$ cat src/rtl/instruction_fetch_if.sv
// instruction_fetch_if: instruction-memory bus between the fetch stage and a combinational imem
//   imem_addr        : byte address of the word being fetched (driven by the fetch stage)
//   imem_instruction : 32-bit word at imem_addr, returned in the same cycle
interface instruction_fetch_if;
    logic [31:0] imem_addr;
    logic [31:0] imem_instruction;
    modport master (output imem_addr, input imem_instruction);
    modport slave  (input imem_addr, output imem_instruction);
endinterface

$ cat src/rtl/instruction_fetch.sv
// instruction_fetch: PC register, combinational imem fetch and IF/ID pipeline register
//   clk            : core clock, all state updates on the rising edge
//   rst_n          : asynchronous active-low reset
//   freeze         : hazard stall, holds PC and IF/ID
//   branch_taken   : EX branch resolved taken, redirects PC and flushes IF/ID
//   branch_addr    : absolute byte target of the taken branch
//   imem           : instruction memory bus (address out, same-cycle word in)
//   if_pc          : PC+PC_STEP of the captured instruction
//   if_instruction : captured instruction word (zero for a bubble)
//   if_valid       : 1 when if_instruction is a real fetched instruction
//   fetch_count    : number of instructions loaded into IF/ID, wraps at 2^32
module instruction_fetch #(
    parameter logic [31:0] RESET_PC = 32'd0,
    parameter logic [31:0] PC_STEP  = 32'd4
) (
    input  logic                       clk,
    input  logic                       rst_n,
    input  logic                       freeze,
    input  logic                       branch_taken,
    input  logic [31:0]                branch_addr,
    instruction_fetch_if.master        imem,
    output logic [31:0]                if_pc,
    output logic [31:0]                if_instruction,
    output logic                       if_valid,
    output logic [31:0]                fetch_count
);

    logic [31:0] pc;
    logic [31:0] pc_plus;
    logic [31:0] pc_next;
    logic        load;

    // A branch in EX always advances, so it overrides a freeze.
    always_comb begin
        pc_plus = pc + PC_STEP;
        load    = !branch_taken && !freeze;
        pc_next = branch_taken ? branch_addr : (freeze ? pc : pc_plus);
    end

    assign imem.imem_addr = pc;

    always_ff @(posedge clk or negedge rst_n) begin
        if (!rst_n) begin
            pc             <= RESET_PC;
            if_pc          <= '0;
            if_instruction <= '0;
            if_valid       <= 1'b0;
            fetch_count    <= '0;
        end else begin
            pc <= pc_next;
            if (branch_taken) begin
                if_pc          <= '0;
                if_instruction <= '0;
                if_valid       <= 1'b0;
            end else if (load) begin
                if_pc          <= pc_plus;
                if_instruction <= imem.imem_instruction;
                if_valid       <= 1'b1;
                fetch_count    <= fetch_count + 32'd1;
            end
        end
    end

endmodule
$ cat src/flat_wrapper.sv
// flat-port wrapper written by rule: the top's interface ports become plain ports
module instruction_fetch_flat 
#(
    parameter logic [31:0] RESET_PC = 32'd0,
    parameter logic [31:0] PC_STEP  = 32'd4
)
  (clk, rst_n, freeze, branch_taken, branch_addr, if_pc, if_instruction, if_valid, fetch_count, imem_imem_addr, imem_imem_instruction);
  instruction_fetch_if imem_i ();
  input  logic clk;
  input  logic rst_n;
  input  logic freeze;
  input  logic branch_taken;
  input  logic [31:0] branch_addr;
  output logic [31:0] if_pc;
  output logic [31:0] if_instruction;
  output logic if_valid;
  output logic [31:0] fetch_count;
  output wire logic [$bits(imem_i.imem_addr)-1:0] imem_imem_addr;
  input wire logic [$bits(imem_i.imem_instruction)-1:0] imem_imem_instruction;
  assign imem_imem_addr = imem_i.imem_addr;
  assign imem_i.imem_instruction = imem_imem_instruction;
  instruction_fetch #(.RESET_PC(RESET_PC), .PC_STEP(PC_STEP)) u_core (.clk(clk), .rst_n(rst_n), .freeze(freeze), .branch_taken(branch_taken), .branch_addr(branch_addr), .imem(imem_i), .if_pc(if_pc), .if_instruction(if_instruction), .if_valid(if_valid), .fetch_count(fetch_count));
endmodule
$ cat config.mk
export PLATFORM = sky130hd
export DESIGN_NAME = instruction_fetch_flat
export DESIGN_NICKNAME = d
export VERILOG_FILES = /design/src/rtl/instruction_fetch_if.sv /design/src/rtl/instruction_fetch.sv /design/src/flat_wrapper.sv
export SDC_FILE = /design/constraint.sdc
export NUM_CORES = 1
export LEC_CHECK = 0
export CAP_MARGIN = 20
export CORE_AREA = 2 2 150 152
export CTS_BUF_LIST = sky130_fd_sc_hd__clkbuf_16
export CTS_CLUSTER_DIAMETER = 200
export CTS_CLUSTER_SIZE = 10
export DETAILED_ROUTE_END_ITERATION = 7
export DIE_AREA = 0 0 152 154
export DONT_BUFFER_PORTS = 1
export PLACE_DENSITY = 0.49
export SLEW_MARGIN = 10
export SYNTH_ARGS = -nofsm -noshare
export SYNTH_HDL_FRONTEND = slang
export SYNTH_SLANG_ARGS = --single-unit
$ cat constraint.sdc
create_clock -name clk -period 1.8 [get_ports clk]
set_input_delay 0.18 -clock clk [delete_from_list [all_inputs] [get_ports clk]]
set_output_delay 0.18 -clock clk [all_outputs]
set_load 0.005 [all_outputs]
==> results by group <==
Die
  – Core Area: between 20000 and 25000 µm²
  – Die area: between 20000 and 25000 µm²
  – Die height: ~150 µm
  – Initial Util: 0.296
  – Row cnt: 54
  – Top Ports: roughly 200
  – Die width: between 150 and 200 µm

Outcome
  – Failing checks: hold timing, setup timing
  – Status: finished with violations

Global routing
  – Overall Global Routing Usage: 0.171
  – Vias in the first global route: 5764
  – Overflow after GRT: 0
  – Largest net degree at the start of global routing: 130
  – Global-route wire length before repair: about 32000 µm
  – Initial antenna violation count: 0

Setup path
  – CP Launch Type: flop
  – Worst endpoint data arrival time: between 2 and 2.5 ns
  – Largest fanout on the critical path: 14
  – CP Class: reg -> reg
  – R2r worst-path depth: 6
  – Data required, critical path: 2.12 ns
  – CP Capture Type: flop

Yosys
  – Post-synth top area share: 0.503
  – Syn nets: slightly above 700
  – Sequential area share after synthesis: 0.503
  – Mean post-synth cell area: between 10 and 15 µm²
  – Cell with the most instances after synthesis: dfrtp_1
  – Synth top cells by count: dfrtp_1, nor2_1, nand2_1
  – Cell taking the most area after synthesis: dfrtp_1
  – Synth area leaders: dfrtp_1, xnor2_1, mux2i_1, nor2_1, nand4_1
  – Synth Flop Type: dfrtp_1
  – FF+latch count, synth: around 130
  – Synth Warn #: 0
  – Mapped Cells: about 640
  – Post-synth EDFFs: 0
  – Synth unique cells: 50
  – Post-Syn Area: approximately 6400 µm²
  – Synth async-reset ratio: 1.00

Route
  – Vias: between 5000 and 6000
  – Post-route ant nets: 0
  – # DRC: 0
  – WL per Instance: between 15 and 20 µm
  – Starting DRT DRC Count: roughly 270
  – Final wirelength: 20100 µm
  – Drt pass-1 iters: 5
  – Vias per cell: between 5 and 6

Clock network
  – Clock latency on the worst-skew pair: ~0.42 ns
  – TritonCTS buffer count: 17
  – H-tree depth: 4
  – CTS root buf: clkbuf_16
  – Max Root-Sink Buffers: 2
  – Hold_buf cts: 70
  – CTS tree: built
  – Clock Pin Slew Worst Setup and Hold Paths: roughly 0.060 ns
  – Sink Count: between 100 and 150

Timing
  – Final WS setup: -0.0299 ns
  – Relative slew slack: 0.631
  – Setup TNS: -0.0785 ns
  – RSZ-0062 raised after global routing: yes
  – Pins Over Slew Limit: 0
  – Least-Margin Pin Slew: 0.552 ns
  – Tcrit/Tclk final: 1.02
  – Hold Worst Slack: -0.547 ns
  – # setup viols final: 5
  – Crit path time final: about 1.8 ns
  – Max Clock Skew: approximately 0.0066 ns
  – Highest Clock Rate: between 500 and 600 MHz
  – Final Hold Viols: 129

Layout
  – Share of cells above drive strength 1: 0.215
  – Fin util: 0.409
  – Final-stage net count: ~840
  – Fillcell total: between 2000 and 2500
  – Synth-to-layout area growth: 38.2%
  – ANT cells: 0

Place
  – GPL Wtd Cong: about 0.80
  – DP Wirelength: approximately 13000 µm
  – PortBufs: 0

Power
  – Logic pwr share: 0.147
  – Sw frac: 0.263
  – Pint: between 6 and 7 mW
  – Sequential fraction of design power: 0.396
  – Peak supply drop: about 0.49 mV
  – PD cells: roughly 950 nW/µm²
  – Leakage power: 3.79 nW
  – Clock power share: 0.457
  – P_sw: between 2 and 2.5 mW

Flow run
  – Max-Cap Viols: 0

Hold path
  – Worst min path class: in -> async
layout by cell type, fill, tap and decap left out, types with 5 or more instances in the layout:
| cell | instances |
|---|---|
| xnor2_1 | 39 |
| nand2_1 | 39 |
| a311oi_2 | 7 |
| mux2i_1 | 34 |
| dfrtp_1 | 126 |
| inv_1 | 6 |
| bufinv_16 | 5 |
| o21ai_0 | 22 |
| nor3_1 | 7 |
| and3_1 | 9 |
| nor4_1 | 5 |
| a211oi_1 | 7 |
| a311oi_1 | 9 |
| o31ai_1 | 15 |
| clkbuf_16 | 17 |
| or4_1 | 15 |
| nand4b_1 | 5 |
| a31oi_1 | 13 |
| a21oi_1 | 8 |
| dlygate4sd3_1 | 69 |
| or3_1 | 8 |
| nand3_1 | 21 |
| nor2_1 | 87 |
| nor2b_1 | 6 |
| buf_4 | 83 |
| xor2_1 | 14 |
| nand4_1 | 28 |
worst max-delay path, stage by stage, from the launching register on:
cell	delay (ns)
dfrtp_1	0.42
ha_4	0.16
and2_4	0.15
nand4_1	0.14
buf_12	0.19
or4_4	0.41
a311oi_2	0.26
stage by stage:
| step | cells | hold WS [ns] | worst slack (ns) | cell area (µm²) | power (mW) |
|---|---|---|---|---|---|
| floorplan | 638 | -0.116 | -0.0669 | 6440 | 3.95 |
| global placement | 953 | -0.111 | -0.0630 | 7200 | 4.33 |
| detailed placement | 953 | -0.112 | -0.171 | 7200 | 4.36 |
| CTS | 1056 | -0.566 | -0.0516 | 8620 | 8.42 |
| global route | 1063 | -0.573 | -0.0966 | 8860 | 8.79 |
| finish | 1063 | -0.547 | -0.0299 | 8860 | 8.41 |
per-layer routing:
layer,share of wire,vias up,track usage
li1,-,2595,-
met1,0.41,2761,0.204
met2,0.49,205,0.285
met3,0.084,23,0.0629
met4,0.014,0,0.0587
met5,0,-,0
power by group through the flow:
stage	clock [mW]	sequential (mW)	combinational, mW
final	3.84	3.33	1.24
after floorplan	0	3.41	0.543
after detailed placement	0	3.37	0.997
after global routing	4.06	3.36	1.36
after CTS	3.92	3.32	1.18
after global placement	0	3.36	0.973
sequential cells by signal, summed over array words and instances, names as in the netlist:
signal	count
u_core.fetch_count	32
u_core.if_instruction	32
u_core.if_pc	32
u_core.imem.imem_addr	32
u_core.if_valid	1
worst paths after layout:
path | startpoint | to | slack [ns]
setup / recovery | u_core.imem.imem_addr[3]$_DFFE_PN0N_ | u_core.if_pc[30]$_DFFE_PN0P_ | -0.03
hold / removal | rst_n | u_core.if_pc[8]$_DFFE_PN0P_ | -0.55
setup reg to reg | u_core.imem.imem_addr[3]$_DFFE_PN0N_ | u_core.if_pc[30]$_DFFE_PN0P_ | -0.03
hold reg to reg | u_core.if_valid$_DFFE_PN0P_ | u_core.if_valid$_DFFE_PN0P_ | 0.51
max in group asynchronous | rst_n | u_core.fetch_count[4]$_DFFE_PN0P_ | 2.20
min in group clk | freeze | u_core.if_pc[3]$_DFFE_PN0P_ | 0.02
area by class of cell:
| cell class | count | area [µm²] | share of cell area |
|---|---|---|---|
| Sequential cell | 129 | 3230 | 0.365 |
| Tap cell | 280 | 350 | 0.0395 |
| Inverter | 6 | 22.5 | 0.00254 |
| Clock buffer | 17 | 425 | 0.0480 |
| Timing Repair Buffer | 160 | 1440 | 0.163 |
| Multi-Input combinational cell | 457 | 3180 | 0.359 |
| Clock inverter | 14 | 214 | 0.0241 |
kinds of logic (layout without fill, tap and decap cells):
kind of cell / count (synthesis) / count (layout) / share of synthesized area
buffers and inverters: 52 / 197 / 0.0369
DFF: 129 / 129 / 0.503
and+or+nand+nor: 270 / 270 / 0.223
AOI/OAI and AO/OA: 95 / 95 / 0.102
muxes: 37 / 37 / 0.0583
adders and majority gates: 2 / 2 / 0.00390
xor gates and xnor gates: 53 / 53 / 0.0724
what timing repair did:
action                                 4_1_cts  5_1_grt
endpoints found under the hold margin      225      129
buffers inserted                             2        6
setup endpoints to repair                   24       33
gates resized for setup                     11       35
pin swaps                                    5       10
Power figures use the tool's default switching activity.
==> patch 1: new RTL, config.mk and constraints unchanged <==
Put one more register stage on the output `fetch_count`, with the module's reset. The value now appears one clock later. The other outputs are not delayed to match.
--- a/src/rtl/instruction_fetch.sv
+++ b/src/rtl/instruction_fetch.sv
@@ -25,6 +25,8 @@
     output logic [31:0]                fetch_count
 );
 
+    logic [31:0] fetch_count_s0;
+
     logic [31:0] pc;
     logic [31:0] pc_plus;
     logic [31:0] pc_next;
@@ -45,7 +47,7 @@
             if_pc          <= '0;
             if_instruction <= '0;
             if_valid       <= 1'b0;
-            fetch_count    <= '0;
+            fetch_count_s0 <= '0;
         end else begin
             pc <= pc_next;
             if (branch_taken) begin
@@ -56,9 +58,17 @@
                 if_pc          <= pc_plus;
                 if_instruction <= imem.imem_instruction;
                 if_valid       <= 1'b1;
-                fetch_count    <= fetch_count + 32'd1;
+                fetch_count_s0 <= fetch_count_s0 + 32'd1;
             end
         end
     end
 
+    always_ff @(posedge clk or negedge rst_n) begin
+        if (!rst_n) begin
+            fetch_count <= '0;
+        end else begin
+            fetch_count <= fetch_count_s0;
+        end
+    end
+
 endmodule
Check against the original RTL: not equivalent (Yosys sat finds a counterexample within 4 cycles, from zero or initial values and one cycle with rst_n low).
==> patch 1 against the unedited design <==
The run still ends with hold timing, setup timing left; utilization is 4.4 points higher; first-iteration DRC count is 3.6% lower; synthesized area is 9.6% higher; largest cell class unchanged; cell area is 11% higher; wire length is 1.6% lower; clock skew is 0.0044 ns higher; worst setup slack worse by 0.052 ns; synthesized cell count is 1.6% higher; sequential cell count is 32 higher; power is 5.3% higher.
==> patch 1: results (changes against the unedited design) <==
* CP Launch Point: u_core.imem.imem_addr[7]$_DFFE_PN0N_
* Syn Nets at 718 (+1.4%)
* Clock network area share at 6.007% (-1.2 points)
* Pin count of the biggest net entering global routing at 162 (+25%)
* Crit path max fanout at 6 (-8)
* Reg area at 4035 um2 (+25%)
* Setup_tns at -0.5652 ns (-0.4868 ns)
* Comb_multi_in at 443 (-3.1%)
* Slew HR at 61.55% (-1.5 points)
* First-pass GRT wire length at 31240 um (-1.5%)
* Endpoints failing hold at 161 (+25%)
* Post-synth cell types at 48 (-4.0%)
* NetSw at 2.474 mW (+12%)
* FILL cells at 2051 (+0.24%)
* Critical path data arrival time at 2.19 ns (+0.04 ns)
* Nets at 884 (+5.1%)
* Post-synth top cells: 161 x dfrtp_1, 86 x nor2_1, 59 x nand2_1
* Min Hold Slack at -0.5520 ns (-0.004586 ns)
* Signal buffers at 183 (+14%)
* Initial DRC count at 264 (-3.6%)
* DP Area at 7858 um2 (+9.1%)
* Pre-CTS WS at -0.1532 ns (+0.01774 ns)
* # hold bufs at CTS at 83 (+19%)
* Vias in the first global route at 5782 (+0.31%)
* Multi-input gate area at 3133 um2 (-1.4%)
* Inverters excl. clock at 8 (+2)
* Setup Fix Bufs, Post-CTS at 3 (+1)
* Gr usage total at 16.69% (-0.41 points)
* Final wirelength at 19770 um (-1.6%)
* Outcome: finished with violations
* Dpl hpwl at 12560 um (-4.0%)
* Area contributors post-synth: dfrtp_1 57%, xnor2_1 6.5%, mux2i_1 5.1%
* Failing checks: hold timing, setup timing
* Seq/Total Area, Yosys at 57.31% (+7.0 points)
* Placed Cells incl. Taps at 967 (+1.5%)
* Clock skew at 0.01093 ns (+0.004355 ns)
* Share of cells above drive strength 1 at 21.89% (+0.43 points)
* Routability cong. at 0.7618 (-4.4%)
* Vias post-DR at 5442 (-2.5%)
* NonClk Buf Share at 17.05% (+0.79 points)
* Pleak at 4.417 nW (+17%)
* Maximum vdd drop at 0.5501 mV (+12%)
* Final WS setup at -0.08188 ns (-0.05198 ns)
* WL/cell at 17.86 um (-5.5%)
* Syn Area/Cell at 10.85 um2 (+7.9%)
* Final setup fails at 11 (+6)
## patch 1: power groups by stage
| stage | sequential, mW | clock [mW] | combinational [mW] |
|---|---|---|---|
| after floorplan | 4.21 | 0 | 0.522 |
| after global placement | 4.22 | 0 | 0.844 |
| after detailed placement | 4.23 | 0 | 0.860 |
| after CTS | 4.16 | 3.71 | 1.03 |
| after global routing | 4.20 | 3.87 | 1.24 |
| final | 4.16 | 3.57 | 1.13 |
## patch 1: logic make-up after synthesis
kind of cell / share of synthesized area (%)
flops: 57.31
compound gates: 5.677
simple gates: 17.99
xor+xnor: 10.34
mux: 5.606
buf+inv: 2.723
fa+ha+maj: 0.3559
## patch 1: routing by layer
metal,GRT usage (%),up-vias,share of wire [%]
met4,5.518,0,1.5
met2,27.58,171,50
met5,0,-,0
met1,21.18,2697,42
li1,-,2556,-
met3,4.707,18,6.0
## patch 1: path summary, 6_finish.rpt
kind                                                         end  slack [ns]  cells past startpoint
hold / removal                      u_core.if_pc[21]$_DFFE_PN0P_       -0.55                      0
hold reg to reg                 u_core.fetch_count[26]$_DFF_PN0_        0.38                      0
max in group asynchronous  u_core.imem.imem_addr[19]$_DFFE_PN0N_        1.82                      0
min in group clk                    u_core.if_pc[10]$_DFFE_PN0P_        0.02                      3
setup / recovery           u_core.imem.imem_addr[22]$_DFFE_PN0N_       -0.08                      7
setup reg to reg           u_core.imem.imem_addr[22]$_DFFE_PN0N_       -0.08                      7
## patch 1: worst max-delay path: stages, from the launching register on
cell and delay, ns:
dfrtp_1 0.36, nand4_1 0.13, buf_6 0.16, or4_4 0.54
buf_6 0.17, nor4_4 0.15, xnor2_1 0.19, o21ai_2 0.07
==> patch 2: new RTL, same settings <==
Made on the original files. Reset style: synchronous (`rst_n`), changed in one clocked block. Comments in the files are not updated.
--- a/src/rtl/instruction_fetch.sv
+++ b/src/rtl/instruction_fetch.sv
@@ -39,7 +39,7 @@
 
     assign imem.imem_addr = pc;
 
-    always_ff @(posedge clk or negedge rst_n) begin
+    always_ff @(posedge clk) begin
         if (!rst_n) begin
             pc             <= RESET_PC;
             if_pc          <= '0;
Check against the original RTL: differs if rst_n is asserted again (counterexample within 4 cycles, from zero or initial values and one cycle with rst_n low); with rst_n held inactive, the same outputs for 10 cycles.
==> patch 2 against the unedited design <==
Sequential cell count did not move; synthesized area is 8.9% lower; maximum frequency increased by 3.4%; worst setup slack improved by 0.060 ns; wire length decreased by 11%; power fell by 15%; global-route usage decreased by 1.8 points; cell area down 9.4%; largest power group unchanged.
==> patch 2: results (changes against the unedited design) <==
* GR Util met3 at 4.425% (-1.9 points)
* First-pass GRT wire length at 28290 um (-11%)
* GRT met2 Usage at 25.10% (-3.4 points)
* CP Capture Point: u_core.fetch_count[28]$_SDFFE_PN0P_
* Clk root buf: clkbuf_16
* PortBufs at 0 (unchanged)
* Inserted Diodes at 0 (unchanged)
* Final WS setup at 0.02965 ns (+0.05954 ns)
* Initial DRC count at 214 (-22%)
* Pre-CTS WS at -0.01874 ns (+0.1522 ns)
* Adder-Cell Fraction of Synth Area at 0.4282% (+0.038 points)
* Min Hold Slack at 0.0009572 ns (+0.5483 ns)
* Gr usage total at 15.26% (-1.8 points)
* Maximum vdd drop at 0.5398 mV (+10%)
* Met3 routed WL at 975 um (-42%)
* CP max stage cell: or3b_4
* Asr flop ratio synth at 0% (-100 points)
* Outcome: finished, final reports clean
* Worst Reg-to-Reg Cells at 7 (+1)
* Area contributors post-synth: dfxtp_1 44%, xnor2_1 10%, mux2i_1 6.3%
* Most used DFF post-synth: dfxtp_1
* Vias post-DR at 5074 (-9.1%)
* Syn Nets at 736 (+4.0%)
* Critical path's largest stage delay at about 0.41 ns
* Dpl hpwl at 11730 um (-10%)
* Clock skew at 0.01449 ns (+0.007914 ns)
* DP Area at 6618 um2 (-8.1%)
* Routing usage on met1 at 19.24% (-1.2 points)
* Hold/Removal Path Class: in2reg
* CP Launch Point: u_core.fetch_count[0]$_SDFFE_PN0P_
* WL met2 at 8695 um (-12%)
* Vias in the first global route at 5047 (-12%)
* Placed Cells incl. Taps at 975 (+2.3%)
* Crit path max fanout at 4 (-10)
* Seq/Total Area, Yosys at 44.19% (-6.1 points)
* Post-synth top cells: 129 x dfxtp_1, 69 x xnor2_1, 66 x nor2_1
* Post-synth cell types at 45 (-10%)
* 1st-pass router iterations at 4 (-1)
* XOR/XNOR Fraction of Synth Area at 11.69% (+4.5 points)
* Pin count of the biggest net entering global routing at 67 (-48%)
* Finished Layout Cells at 1077 (+1.3%)
* Clk slew on worst S/H paths at 0.06 ns (about the same)
* DR top layer: met4
* Slew HR at 59.28% (-3.8 points)
* Cells after synthesis at 666 (+4.4%)
* Critical path data arrival time at 2.09 ns (-0.06 ns)
==> patch 2: changes by cell type in the layout (fill, tap and decap cells not counted), moves of 15 or more <==
cell	change
and2_1	+26
or4_1	-15
dfxtp_1	+121
dfrtp_1	-126
nor2_1	-22
o21ai_0	+30
a21oi_1	+37
xnor2_1	+30
==> patch 2: timing repair <==
action,CTS,global route
hold buffers,67,0
buffers inserted,0,4
pin swaps,1,8
endpoints found under the setup margin,7,29
hold endpoints to repair,100,0
gates resized for setup,1,23
==> patch 2: layout make-up <==
type	count	area, um2
Fill cell	2220	13650
Multi-Input combinational cell	484	3157
Sequential cell	129	2600
Timing Repair Buffer	143	1318
Clock buffer	17	425.4
Tap cell	280	350.3
Clock inverter	15	150.1
Inverter	9	33.78
==> patch 2: power breakdown <==
group	internal (mW)	leakage, nW	switching [mW]
combinational	0.324	1.64	0.313
clock	2.14	0.279	1.33
sequential	2.95	1.06	0.0879
total	5.42	2.98	1.73
